`src/rtl/fpu_f2i_arbiter_pkg.sv`:
```
// Shared types for the float-to-int arbiter: FSM state encoding, rounding-mode
// codes and the rounding-increment decision used by the converter.
package fpu_f2i_arbiter_pkg;

    typedef enum logic [1:0] {
        IDLE = 2'd0,
        EXEC = 2'd1,
        RESP = 2'd2
    } state_e;

    localparam logic [2:0] RM_RNE = 3'b000;
    localparam logic [2:0] RM_RTZ = 3'b001;
    localparam logic [2:0] RM_RDN = 3'b010;
    localparam logic [2:0] RM_RUP = 3'b011;
    localparam logic [2:0] RM_RMM = 3'b100;

    // Undefined codes never increment, so they truncate like RTZ.
    function automatic logic round_inc(input logic [2:0] rm, input logic sign,
                                       input logic lsb, input logic rnd, input logic stk);
        logic inc;
        inc = 1'b0;
        case (rm)
            RM_RNE:  inc = rnd && (stk || lsb);
            RM_RTZ:  inc = 1'b0;
            RM_RDN:  inc = sign && (rnd || stk);
            RM_RUP:  inc = !sign && (rnd || stk);
            RM_RMM:  inc = rnd;
            default: inc = 1'b0;
        endcase
        return inc;
    endfunction

endpackage

```
`src/rtl/FPU_Float_to_Int.sv`:
```
// Combinational float-to-int32 converter with rounding and invalid/inexact
// flags; outputs are zero unless a conversion is requested and reset is released.
module FPU_Float_to_Int
    import fpu_f2i_arbiter_pkg::*;
#(
    parameter int STD  = 15,
    parameter int MAN  = 9,
    parameter int EXP  = 4,
    parameter int BIAS = 15
) (
    input  logic         rst_l,
    input  logic         opcode_FI,
    input  logic         opcode_signed,
    input  logic         opcode_unsigned,
    input  logic [2:0]   rounding_mode,
    input  logic [STD:0] float_in,
    output logic [31:0]  int_out,
    output logic         invalid,
    output logic         inexact
);

    localparam int WW = MAN + 36;

    logic            sign_s;
    logic [EXP:0]    exp_s;
    logic [MAN:0]    man_s;
    logic [MAN+1:0]  sig_s;
    logic [WW-1:0]   wide_s;
    logic [33:0]     ip_s;
    logic            rnd_s;
    logic            stk_s;
    logic            big_s;
    logic            inc_s;
    logic [34:0]     mag_s;
    logic [34:0]     limit_s;
    logic            is_nan_s;
    logic            is_inf_s;
    int              unb_s;

    // Split the operand, align the significand around the binary point and round.
    always_comb begin
        sign_s   = float_in[STD];
        exp_s    = float_in[STD-1:MAN+1];
        man_s    = float_in[MAN:0];
        sig_s    = {(|exp_s), man_s};
        unb_s    = ((exp_s == {(EXP+1){1'b0}}) ? 32'sd1 : int'(exp_s)) - BIAS;
        wide_s   = {WW{1'b0}};
        big_s    = 1'b0;
        ip_s     = 34'd0;
        rnd_s    = 1'b0;
        stk_s    = 1'b0;
        if (unb_s > 32'sd32) begin
            big_s = 1'b1;
        end else if (unb_s < -32'sd1) begin
            // Magnitude below one half: only the sticky bit survives.
            stk_s = |sig_s;
        end else begin
            wide_s = {{34{1'b0}}, sig_s} << (unb_s + 32'sd1);
            ip_s   = wide_s[MAN+2 +: 34];
            rnd_s  = wide_s[MAN+1];
            stk_s  = |wide_s[MAN:0];
        end
        inc_s    = round_inc(rounding_mode, sign_s, ip_s[0], rnd_s, stk_s);
        mag_s    = {1'b0, ip_s} + {34'd0, inc_s};
        is_nan_s = (&exp_s) && (|man_s);
        is_inf_s = (&exp_s) && !(|man_s);
        if (opcode_signed) begin
            limit_s = sign_s ? 35'h0_8000_0000 : 35'h0_7FFF_FFFF;
        end else begin
            limit_s = sign_s ? 35'h0_0000_0000 : 35'h0_FFFF_FFFF;
        end
    end

    // Select saturated, special-case or rounded result and raise flags.
    always_comb begin
        int_out = 32'd0;
        invalid = 1'b0;
        inexact = 1'b0;
        if (!rst_l || !opcode_FI || (opcode_signed == opcode_unsigned)) begin
            int_out = 32'd0;
        end else if (is_nan_s || (is_inf_s && !sign_s)) begin
            invalid = 1'b1;
            int_out = opcode_signed ? 32'h7FFF_FFFF : 32'hFFFF_FFFF;
        end else if (is_inf_s || big_s || (mag_s > limit_s)) begin
            invalid = 1'b1;
            if (sign_s) begin
                int_out = opcode_signed ? 32'h8000_0000 : 32'h0000_0000;
            end else begin
                int_out = opcode_signed ? 32'h7FFF_FFFF : 32'hFFFF_FFFF;
            end
        end else begin
            inexact = rnd_s || stk_s;
            int_out = sign_s ? (~mag_s[31:0] + 32'd1) : mag_s[31:0];
        end
    end

endmodule

```
`src/rtl/fpu_f2i_arbiter.sv`:
```
// Two-requester round-robin front end for a single float-to-int converter.
// Optional sticky flag accumulator enabled by defining F2I_FLAG_ACCUM_EN.
module fpu_f2i_arbiter
    import fpu_f2i_arbiter_pkg::*;
#(
    parameter int STD  = 15,
    parameter int MAN  = 9,
    parameter int EXP  = 4,
    parameter int BIAS = 15
) (
    input  logic         clk,
    input  logic         rst_l,
    input  logic         req0_valid,
    output logic         req0_ready,
    input  logic [STD:0] req0_float,
    input  logic [2:0]   req0_rm,
    input  logic         req0_signed,
    input  logic         req1_valid,
    output logic         req1_ready,
    input  logic [STD:0] req1_float,
    input  logic [2:0]   req1_rm,
    input  logic         req1_signed,
    output logic         rsp_valid,
    input  logic         rsp_ready,
    output logic         rsp_id,
    output logic [31:0]  rsp_int,
    output logic         rsp_invalid,
    output logic         rsp_inexact,
    input  logic         flag_clr,
    output logic [1:0]   fflags_acc
);

    state_e          state_r;
    state_e          state_s;
    logic            prio_r;
    logic            grant0_s;
    logic            grant1_s;
    logic            accept_s;
    logic            opcode_fi_s;
    logic            opcode_unsigned_s;
    logic [STD:0]    op_float_r;
    logic [2:0]      op_rm_r;
    logic            op_signed_r;
    logic            rsp_id_r;
    logic [31:0]     rsp_int_r;
    logic            rsp_invalid_r;
    logic            rsp_inexact_r;
    logic [31:0]     cvt_int_s;
    logic            cvt_invalid_s;
    logic            cvt_inexact_s;
    logic            handshake_s;

    // Grant selection, next-state and converter control.
    always_comb begin
        grant0_s          = req0_valid && (!req1_valid || !prio_r);
        grant1_s          = req1_valid && (!req0_valid || prio_r);
        state_s           = state_r;
        req0_ready        = 1'b0;
        req1_ready        = 1'b0;
        accept_s          = 1'b0;
        opcode_fi_s       = 1'b0;
        opcode_unsigned_s = !op_signed_r;
        case (state_r)
            IDLE: begin
                // Ready is masked while reset is held so it reads low during reset.
                req0_ready = rst_l && grant0_s;
                req1_ready = rst_l && grant1_s;
                accept_s   = grant0_s || grant1_s;
                if (accept_s) begin
                    state_s = EXEC;
                end else begin
                    state_s = IDLE;
                end
            end
            EXEC: begin
                opcode_fi_s = 1'b1;
                state_s     = RESP;
            end
            RESP: begin
                if (rsp_ready) begin
                    state_s = IDLE;
                end else begin
                    state_s = RESP;
                end
            end
            default: state_s = IDLE;
        endcase
    end

    assign rsp_valid   = (state_r == RESP);
    assign rsp_id      = rsp_id_r;
    assign rsp_int     = rsp_int_r;
    assign rsp_invalid = rsp_invalid_r;
    assign rsp_inexact = rsp_inexact_r;
    assign handshake_s = rsp_valid && rsp_ready;

    // FSM state register.
    always_ff @(posedge clk or negedge rst_l) begin
        if (!rst_l) begin
            state_r <= IDLE;
        end else begin
            state_r <= state_s;
        end
    end

    // Operand capture and round-robin pointer update on accept.
    always_ff @(posedge clk or negedge rst_l) begin
        if (!rst_l) begin
            op_float_r  <= {(STD+1){1'b0}};
            op_rm_r     <= 3'd0;
            op_signed_r <= 1'b0;
            rsp_id_r    <= 1'b0;
            prio_r      <= 1'b0;
        end else if (accept_s) begin
            op_float_r  <= grant1_s ? req1_float  : req0_float;
            op_rm_r     <= grant1_s ? req1_rm     : req0_rm;
            op_signed_r <= grant1_s ? req1_signed : req0_signed;
            rsp_id_r    <= grant1_s;
            prio_r      <= !grant1_s;
        end
    end

    // Result capture at the end of the execute cycle; held through RESP.
    always_ff @(posedge clk or negedge rst_l) begin
        if (!rst_l) begin
            rsp_int_r     <= 32'd0;
            rsp_invalid_r <= 1'b0;
            rsp_inexact_r <= 1'b0;
        end else if (state_r == EXEC) begin
            rsp_int_r     <= cvt_int_s;
            rsp_invalid_r <= cvt_invalid_s;
            rsp_inexact_r <= cvt_inexact_s;
        end
    end

    FPU_Float_to_Int #(
        .STD  (STD),
        .MAN  (MAN),
        .EXP  (EXP),
        .BIAS (BIAS)
    ) u_cvt (
        .rst_l           (rst_l),
        .opcode_FI       (opcode_fi_s),
        .opcode_signed   (op_signed_r),
        .opcode_unsigned (opcode_unsigned_s),
        .rounding_mode   (op_rm_r),
        .float_in        (op_float_r),
        .int_out         (cvt_int_s),
        .invalid         (cvt_invalid_s),
        .inexact         (cvt_inexact_s)
    );

`ifdef F2I_FLAG_ACCUM_EN
    logic [1:0] fflags_acc_r;

    // Sticky flags; a clear coinciding with a handshake keeps only that response.
    always_ff @(posedge clk or negedge rst_l) begin
        if (!rst_l) begin
            fflags_acc_r <= 2'b00;
        end else if (handshake_s) begin
            fflags_acc_r <= (flag_clr ? 2'b00 : fflags_acc_r) | {rsp_invalid_r, rsp_inexact_r};
        end else if (flag_clr) begin
            fflags_acc_r <= 2'b00;
        end
    end

    assign fflags_acc = fflags_acc_r;
`else
    logic unused_flag_inputs_s;
    assign unused_flag_inputs_s = flag_clr ^ handshake_s;
    assign fflags_acc           = 2'b00;
`endif

endmodule

```
`config.mk`:
```
export PLATFORM = sky130hd
export DESIGN_NAME = fpu_f2i_arbiter
export DESIGN_NICKNAME = d
export VERILOG_FILES = /design/src/rtl/fpu_f2i_arbiter_pkg.sv /design/src/rtl/FPU_Float_to_Int.sv /design/src/rtl/fpu_f2i_arbiter.sv
export SDC_FILE = /design/constraint.sdc
export NUM_CORES = 1
export LEC_CHECK = 0
export CORE_MARGIN = 2
export CORE_UTILIZATION = 50
export DETAILED_ROUTE_END_ITERATION = 16
export GPL_ROUTABILITY_DRIVEN = 1
export GPL_TIMING_DRIVEN = 0
export PLACE_DENSITY = 0.73
export SLEW_MARGIN = 40
export SYNTH_ARGS = -nofsm -noshare
export SYNTH_HDL_FRONTEND = slang
export SYNTH_HIERARCHICAL = 1
export SYNTH_SLANG_ARGS = --single-unit
```
`constraint.sdc`:
```
create_clock -name clk -period 9.1 [get_ports clk]
set_input_delay 1.365 -clock clk [delete_from_list [all_inputs] [get_ports clk]]
set_output_delay 1.365 -clock clk [all_outputs]
set_load 0.01 [all_outputs]
```
# Word-level counts from Yosys, hierarchy flattened
# Cells that the tools add are included.
[op_classes] add_sub_neg=4 n_lt_le_gt_ge=3 eq_ne=6 shifts=1 n_mux=35 n_bitwise=1 reduce_logical=37
[op_table] op="32-bit 2-to-1 mux" count=9
[op_table] op="34-bit 2-to-1 mux" count=2
[op_table] op="11-bit by 32-bit left shift with 45-bit output" count=1
[op_table] op="34-bit by 1-bit adder with 35-bit output" count=1
[op_table] op="35-bit greater-than comparator" count=1
[op_table] op="35-bit 2-to-1 mux" count=1
[op_table] op="32-bit by 1-bit adder with 32-bit output, second input constant" count=1
[op_table] op="32-bit by 2-bit adder with 32-bit output, second input constant" count=1
[op_table] op="32-bit by 7-bit greater-than comparator with 1-bit output, second input constant" count=1
[op_table] op="32-bit by 1-bit less-than comparator with 1-bit output, second input constant" count=1
[op_table] op="32-bit NOT" count=1
[op_table] op="32-bit by 5-bit subtractor with 32-bit output, second input constant" count=1
[op_table] op="10-bit OR reduction" count=2
[op_table] op="1-bit 2-to-1 mux" count=17
[op_table] op="16-bit 2-to-1 mux" count=1
[op_table] op="15-bit OR reduction" count=1
[op_table] op="1-bit logical AND" count=10
[op_table] op="1-bit logical OR" count=10
[op_table] op="1-bit zero test" count=9
[op_table] op="3-bit by 2-bit == test with 1-bit output, second input constant" count=2
[op_table] op="2-bit case mux with 3 select lines" count=1
[op_table] op="5-bit zero test" count=1
[op_table] op="5-bit 2-to-1 mux" count=1
[op_table] op="5-bit AND reduction" count=1
[op_table] op="10 further kinds" count=10
[word_totals] register_bits=58 input_bits=46 wordCells=96

# Longest topological paths before layout
[depth] depth_word=18 depth_mapped=40 depth_no_buf=32

# Hierarchy
# The synthesis kept the hierarchy.
[by_module_without_submodules] mod="FPU_Float_to_Int" instances=1 cells_per_inst=607 area_per_inst_um2=4156.5 seq_area_each_um2=0.0
[by_module_without_submodules] mod="fpu_f2i_arbiter" instances=1 cells_per_inst=214 area_per_inst_um2=2514.9 seq_area_each_um2=1451.4

# Least setup slack after synthesis
# No wires, ideal clock.
[synth_path] path_kind="register to register" start="register op_float_r[11]" end="register rsp_int_r[21] (netlist: rsp_int[21])" setup_ns=0.125 arrival_ns=7.224 required_time_ns=8.975 slack_ns=1.751 stages_incl_launch_ff=39 path_buffers=9 period_less_slack_ns=7.349 cell_sequence="dfrtp_1 > buf_6 > buf_2 > buf_2 > buf_2 > clkbuf_1 > ha_1 > buf_2 > a2111o_1 > and2_1 > clkbuf_1 > clkbuf_1 > o2bb2ai_1 > nand2_1 > a21oi_1 > o21bai_1 > a21oi_1 > a2111oi_0 > [... 3 more ...] > a221o_1 > or3_1 > buf_6 > nor4_1 > xor2_1 > ha_1 > a21o_1 > a21o_1 > a21o_1 > a21o_1 > a211oi_1 > o21ai_0 > o21bai_1 > o21ai_1 > and2_1 > a21oi_1 > or3b_1 > mux2_2"
[synth_via] elab_chain_cells=18
[synth_lines] item="from (decl)" line_no="fpu_f2i_arbiter.sv:41" source="logic [STD:0] op_float_r;"
[synth_lines] item="from (signal assigned)" line_no="fpu_f2i_arbiter.sv:109" source="op_float_r <= {(STD+1){1'b0}};"
[synth_lines] item="from (signal assigned)" line_no="fpu_f2i_arbiter.sv:115" source="op_float_r <= grant1_s ? req1_float : req0_float;"
[synth_lines] item="5-bit zero test" line_no="FPU_Float_to_Int.sv:46" source="unb_s = ((exp_s == {(EXP+1){1'b0}}) ? 32'sd1 : int'(exp_s)) - BIAS;"
[synth_lines] item="5-bit 2-to-1 mux" line_no="FPU_Float_to_Int.sv:46"
[synth_lines] item="32-bit by 5-bit subtractor with 32-bit output" line_no="FPU_Float_to_Int.sv:46"
[synth_lines] item="32-bit by 2-bit adder with 32-bit output" line_no="FPU_Float_to_Int.sv:58" source="wide_s = {{34{1'b0}}, sig_s} << (unb_s + 32'sd1);"
[synth_lines] item="11-bit by 32-bit left shift with 45-bit output" line_no="FPU_Float_to_Int.sv:58"
[synth_lines] item="10-bit OR reduction" line_no="FPU_Float_to_Int.sv:61" source="stk_s = |wide_s[MAN:0];"
[synth_lines] item="1-bit 2-to-1 mux" line_no="FPU_Float_to_Int.sv:54" source="end else if (unb_s < -32'sd1) begin"
[synth_lines] item="1-bit 2-to-1 mux" line_no="FPU_Float_to_Int.sv:52" source="if (unb_s > 32'sd32) begin"
[synth_lines] item="[... 3 more ...]"
[synth_lines] item="34-bit by 1-bit adder with 35-bit output" line_no="FPU_Float_to_Int.sv:64" source="mag_s = {1'b0, ip_s} + {34'd0, inc_s};"
[synth_lines] item="32-bit NOT" line_no="FPU_Float_to_Int.sv:93" source="int_out = sign_s ? (~mag_s[31:0] + 32'd1) : mag_s[31:0];"
[synth_lines] item="32-bit by 1-bit adder with 32-bit output" line_no="FPU_Float_to_Int.sv:93"
[synth_lines] item="32-bit 2-to-1 mux" line_no="FPU_Float_to_Int.sv:93"
[synth_lines] item="32-bit 2-to-1 mux" line_no="FPU_Float_to_Int.sv:84" source="end else if (is_inf_s || big_s || (mag_s > limit_s)) begin"
[synth_lines] item="32-bit 2-to-1 mux (*)" line_no="FPU_Float_to_Int.sv:81" source="end else if (is_nan_s || (is_inf_s && !sign_s)) begin"
[synth_lines] item="32-bit 2-to-1 mux (*)" line_no="FPU_Float_to_Int.sv:79" source="if (!rst_l || !opcode_FI || (opcode_signed == opcode_unsigned)) begin"
[synth_lines] item="named net cvt_int_s[21]" line_no="fpu_f2i_arbiter.sv:48" source="logic [31:0] cvt_int_s;"
[synth_lines] item="to (signal assigned)" line_no="fpu_f2i_arbiter.sv:130" source="rsp_int_r <= cvt_int_s;"
[synth_lines] item="to (decl)" line_no="fpu_f2i_arbiter.sv:45" source="logic [31:0] rsp_int_r;"
# Mark *: on every way through the listed nets, which the timed path passes. The rest lies on a longest branch.
# A chain may end at the register's enable or synchronous reset.

# Worst setup path after layout
# Ends and elaborated chain as after synthesis.

==> results by group <==
Status
  • Outcome: finished, final reports clean

Synth
  • Top_reg_cell synth: dfrtp_1
  • Seq/Total Area, Yosys: 0.218
  • Flops & latches, synth: 58
  • Ys Warns: 6
  • Asr flop ratio synth: 1.00
  • Post-Synthesis Cells: 821
  • Synth area leaders: dfrtp_1, ha_1, mux2_2
  • Synth area leader: dfrtp_1
  • Number of synthesized flops with an enable pin: 0
  • Share of the synthesized area in the top cell type: 0.218
  • Mapped cell area: 6670 um2
  • Unique masters post-synth: 102
  • Mapped Avg Cell Area: 8.13 um2

Setup path
  • Crit. End Element: flip-flop
  • Max incr delay on CP: 0.44 ns
  • CP startpoint kind: flip-flop
  • CP max FO: 10
  • Critical Path AT: 8.85 ns
  • WP data required: 9.31 ns
  • Slowest stage cell on the critical path: a2111oi_0
  • Setup CP Type: reg2reg

Routing
  • Starting DRC count in detailed routing: 865
  • DRC viols: 0
  • Iteration count of the initial detailed-routing pass: 5
  • Vias per cell: 6.55
  • Post-route ant nets: 0
  • Final wirelength: 21900 um
  • Per-cell routed wire length: 19.9 um
  • Via count: 7208

Timing
  • Setup tns final: 0 ns
  • Final-report setup violation count: 0
  • Worst-Margin Slew: 0.907 ns
  • RSZ-0062 raised after global routing: no
  • Fin crit share: 0.949
  • Final Critical Period: 8.64 ns
  • FMAX: 116 MHz
  • Post-route worst setup slack: 0.461 ns
  • Relative slew slack: 0.392
  • Final hold violation count: 0
  • Clock Skew: 0.00595 ns
  • Slew Limit Fails: 0

Clock tree
  • CTS Buffer Depth: 2
  • Clock transition at path regs: 0.05 ns
  • CTS tree: built
  • Number of clock sinks: 58
  • Total CTS buffers: 9
  • Root Buffer: clkbuf_16
  • H-tree depth: 3
  • Clk Latency, worst-skew pair: 0.33 ns
  • CTS Hold Bufs: 0

Min path
  • Hold Path Class: reg2reg

Layout
  • Ant diodes: 0
  • Multi-input gate area: 4800 um2
  • P&R area growth vs syn: 22.1%
  • Final core utilization: 0.620
  • Register area: 1450 um2
  • Final non-filler cell area: 8140 um2
  • Final Net Count: 1004
  • Layout cell share with drive strength beyond 1: 0.159
  • Fill cell count: 1176

Placement
  • GPL Wtd Cong: 1.05
  • Port Buf Inserts: 81
  • Place WS: 0.239 ns
  • DP Wirelength: 16400 um
  • Dpl cell area: 7750 um2

Floorplan
  • Die Area: 14300 um2
  • I/O pins: 86
  • Die width: 120 um
  • Row cnt: 42
  • Initial core utilization: 0.508
  • Die H: 120 um
  • Core box area: 13100 um2

Global route
  • Vias in the first global route: 6811
  • Grt total ovfl: 0
  • First-pass GRT wire length: 36100 um
  • Antenna violations before repair: 0
  • Tot GR Track Use: 0.313
  • Largest net degree at the start of global routing: 45

Job
  • Max-Cap Viols: 0
==> placed cells by master (no fill, tap or decap), types with 23 or more instances in the layout <==
master           synthesis  layout
a31oi_1                 29      29
clkdlybuf4s50_1          0      80
clkbuf_1                28      27
nand2_1                 59      59
ha_1                    38      38
nor2_1                  50      50
a21oi_1                 60      59
a21o_1                  23      23
nand3_1                 43      43
dfrtp_1                 58      58
mux2_2                  38      38
o21ai_0                 50      50
==> layout make-up <==
class,count,area share
buffer,62,0.0473
clock buffer,12,0.0327
clock inverter,4,0.00891
inverter,25,0.0115
multi-input combinational,679,0.590
sequential,58,0.178
tap,176,0.0270
timing repair buffer,85,0.104
==> synthesized netlist by cell type, drive strengths merged (14+ instances only) <==
cell type and count:
nand2 60, o21ai 59, a31oi 30, a21o 23, a211oi 14, nor3 22
dfrtp 58, and2 16, mux2 39, nor2 51, ha 38, nand4 14
a21oi 65, inv 25, buf 34, clkbuf 28, nand3 47
==> kinds of logic (layout without fill, tap and decap cells) <==
kind of cell | Yosys count | count (layout) | synth area share
other | 2 | 5 | 0.00113
XOR/XNOR | 17 | 17 | 0.0234
AND/OR/NAND/NOR | 275 | 275 | 0.223
adder cells (fa/ha/maj) | 38 | 38 | 0.0713
multiplexers | 47 | 47 | 0.0784
AO/OA/AOI/OAI | 297 | 297 | 0.313
buffers and inverters | 87 | 188 | 0.0716
flip-flops | 58 | 58 | 0.218
==> routing by layer <==
metal / part of all wire / track usage
met1: 0.44 / 0.453
met5: 0 / 0
met4: 0.031 / 0.104
met3: 0.096 / 0.0547
met2: 0.44 / 0.471
==> stage by stage <==
stage	hold slack, ns	std cells
after floorplan	0.486	824
after global placement	0.490	1081
after detailed placement	0.495	1082
after CTS	0.507	1098
after global routing	0.529	1101
final	0.506	1101
==> what timing repair did <==
item,in CTS,in global routing
gates resized for setup,0,7
setup endpoints to repair,0,32
setup buffers,0,3
endpoints found under the hold margin,0,0
==> worst max-delay path: cells and delay by family, from the launching register on <==
| family | cells | cell delay, ns |
|---|---|---|
| AOI/OAI and AO/OA | 17 | 3.23 |
| buffers and inverters | 11 | 2.17 |
| and+or+nand+nor | 6 | 1.45 |
| adders and majority gates | 3 | 0.60 |
| xor gates and xnor gates | 2 | 0.42 |
| DFF | 1 | 0.40 |
| muxes | 1 | 0.27 |
==> sequential cells by signal, summed over array words and instances (netlist names), 2 cells and up <==
register	count
rsp_int	32
state_r	2
op_rm_r	3
op_float_r	16
==> worst paths after layout <==
kind / startpoint / to / slack [ns] / cells past startpoint
worst max-delay path: op_float_r[11] / rsp_int[21] / 0.46 / 40
worst min-delay path: rsp_int[12] / rsp_int[12] / 0.51 / 1
worst max register to register: op_float_r[11] / rsp_int[21] / 0.46 / 40
worst min register to register: rsp_int[12] / rsp_int[12] / 0.51 / 1
max in group asynchronous: rst_l / rsp_int[8] / 7.68 / 2
min in group asynchronous: rst_l / op_float_r[10] / 0.91 / 1
Power is not shown: default switching activity piles up to over one toggle a cycle in this logic, so the estimate is an artifact.
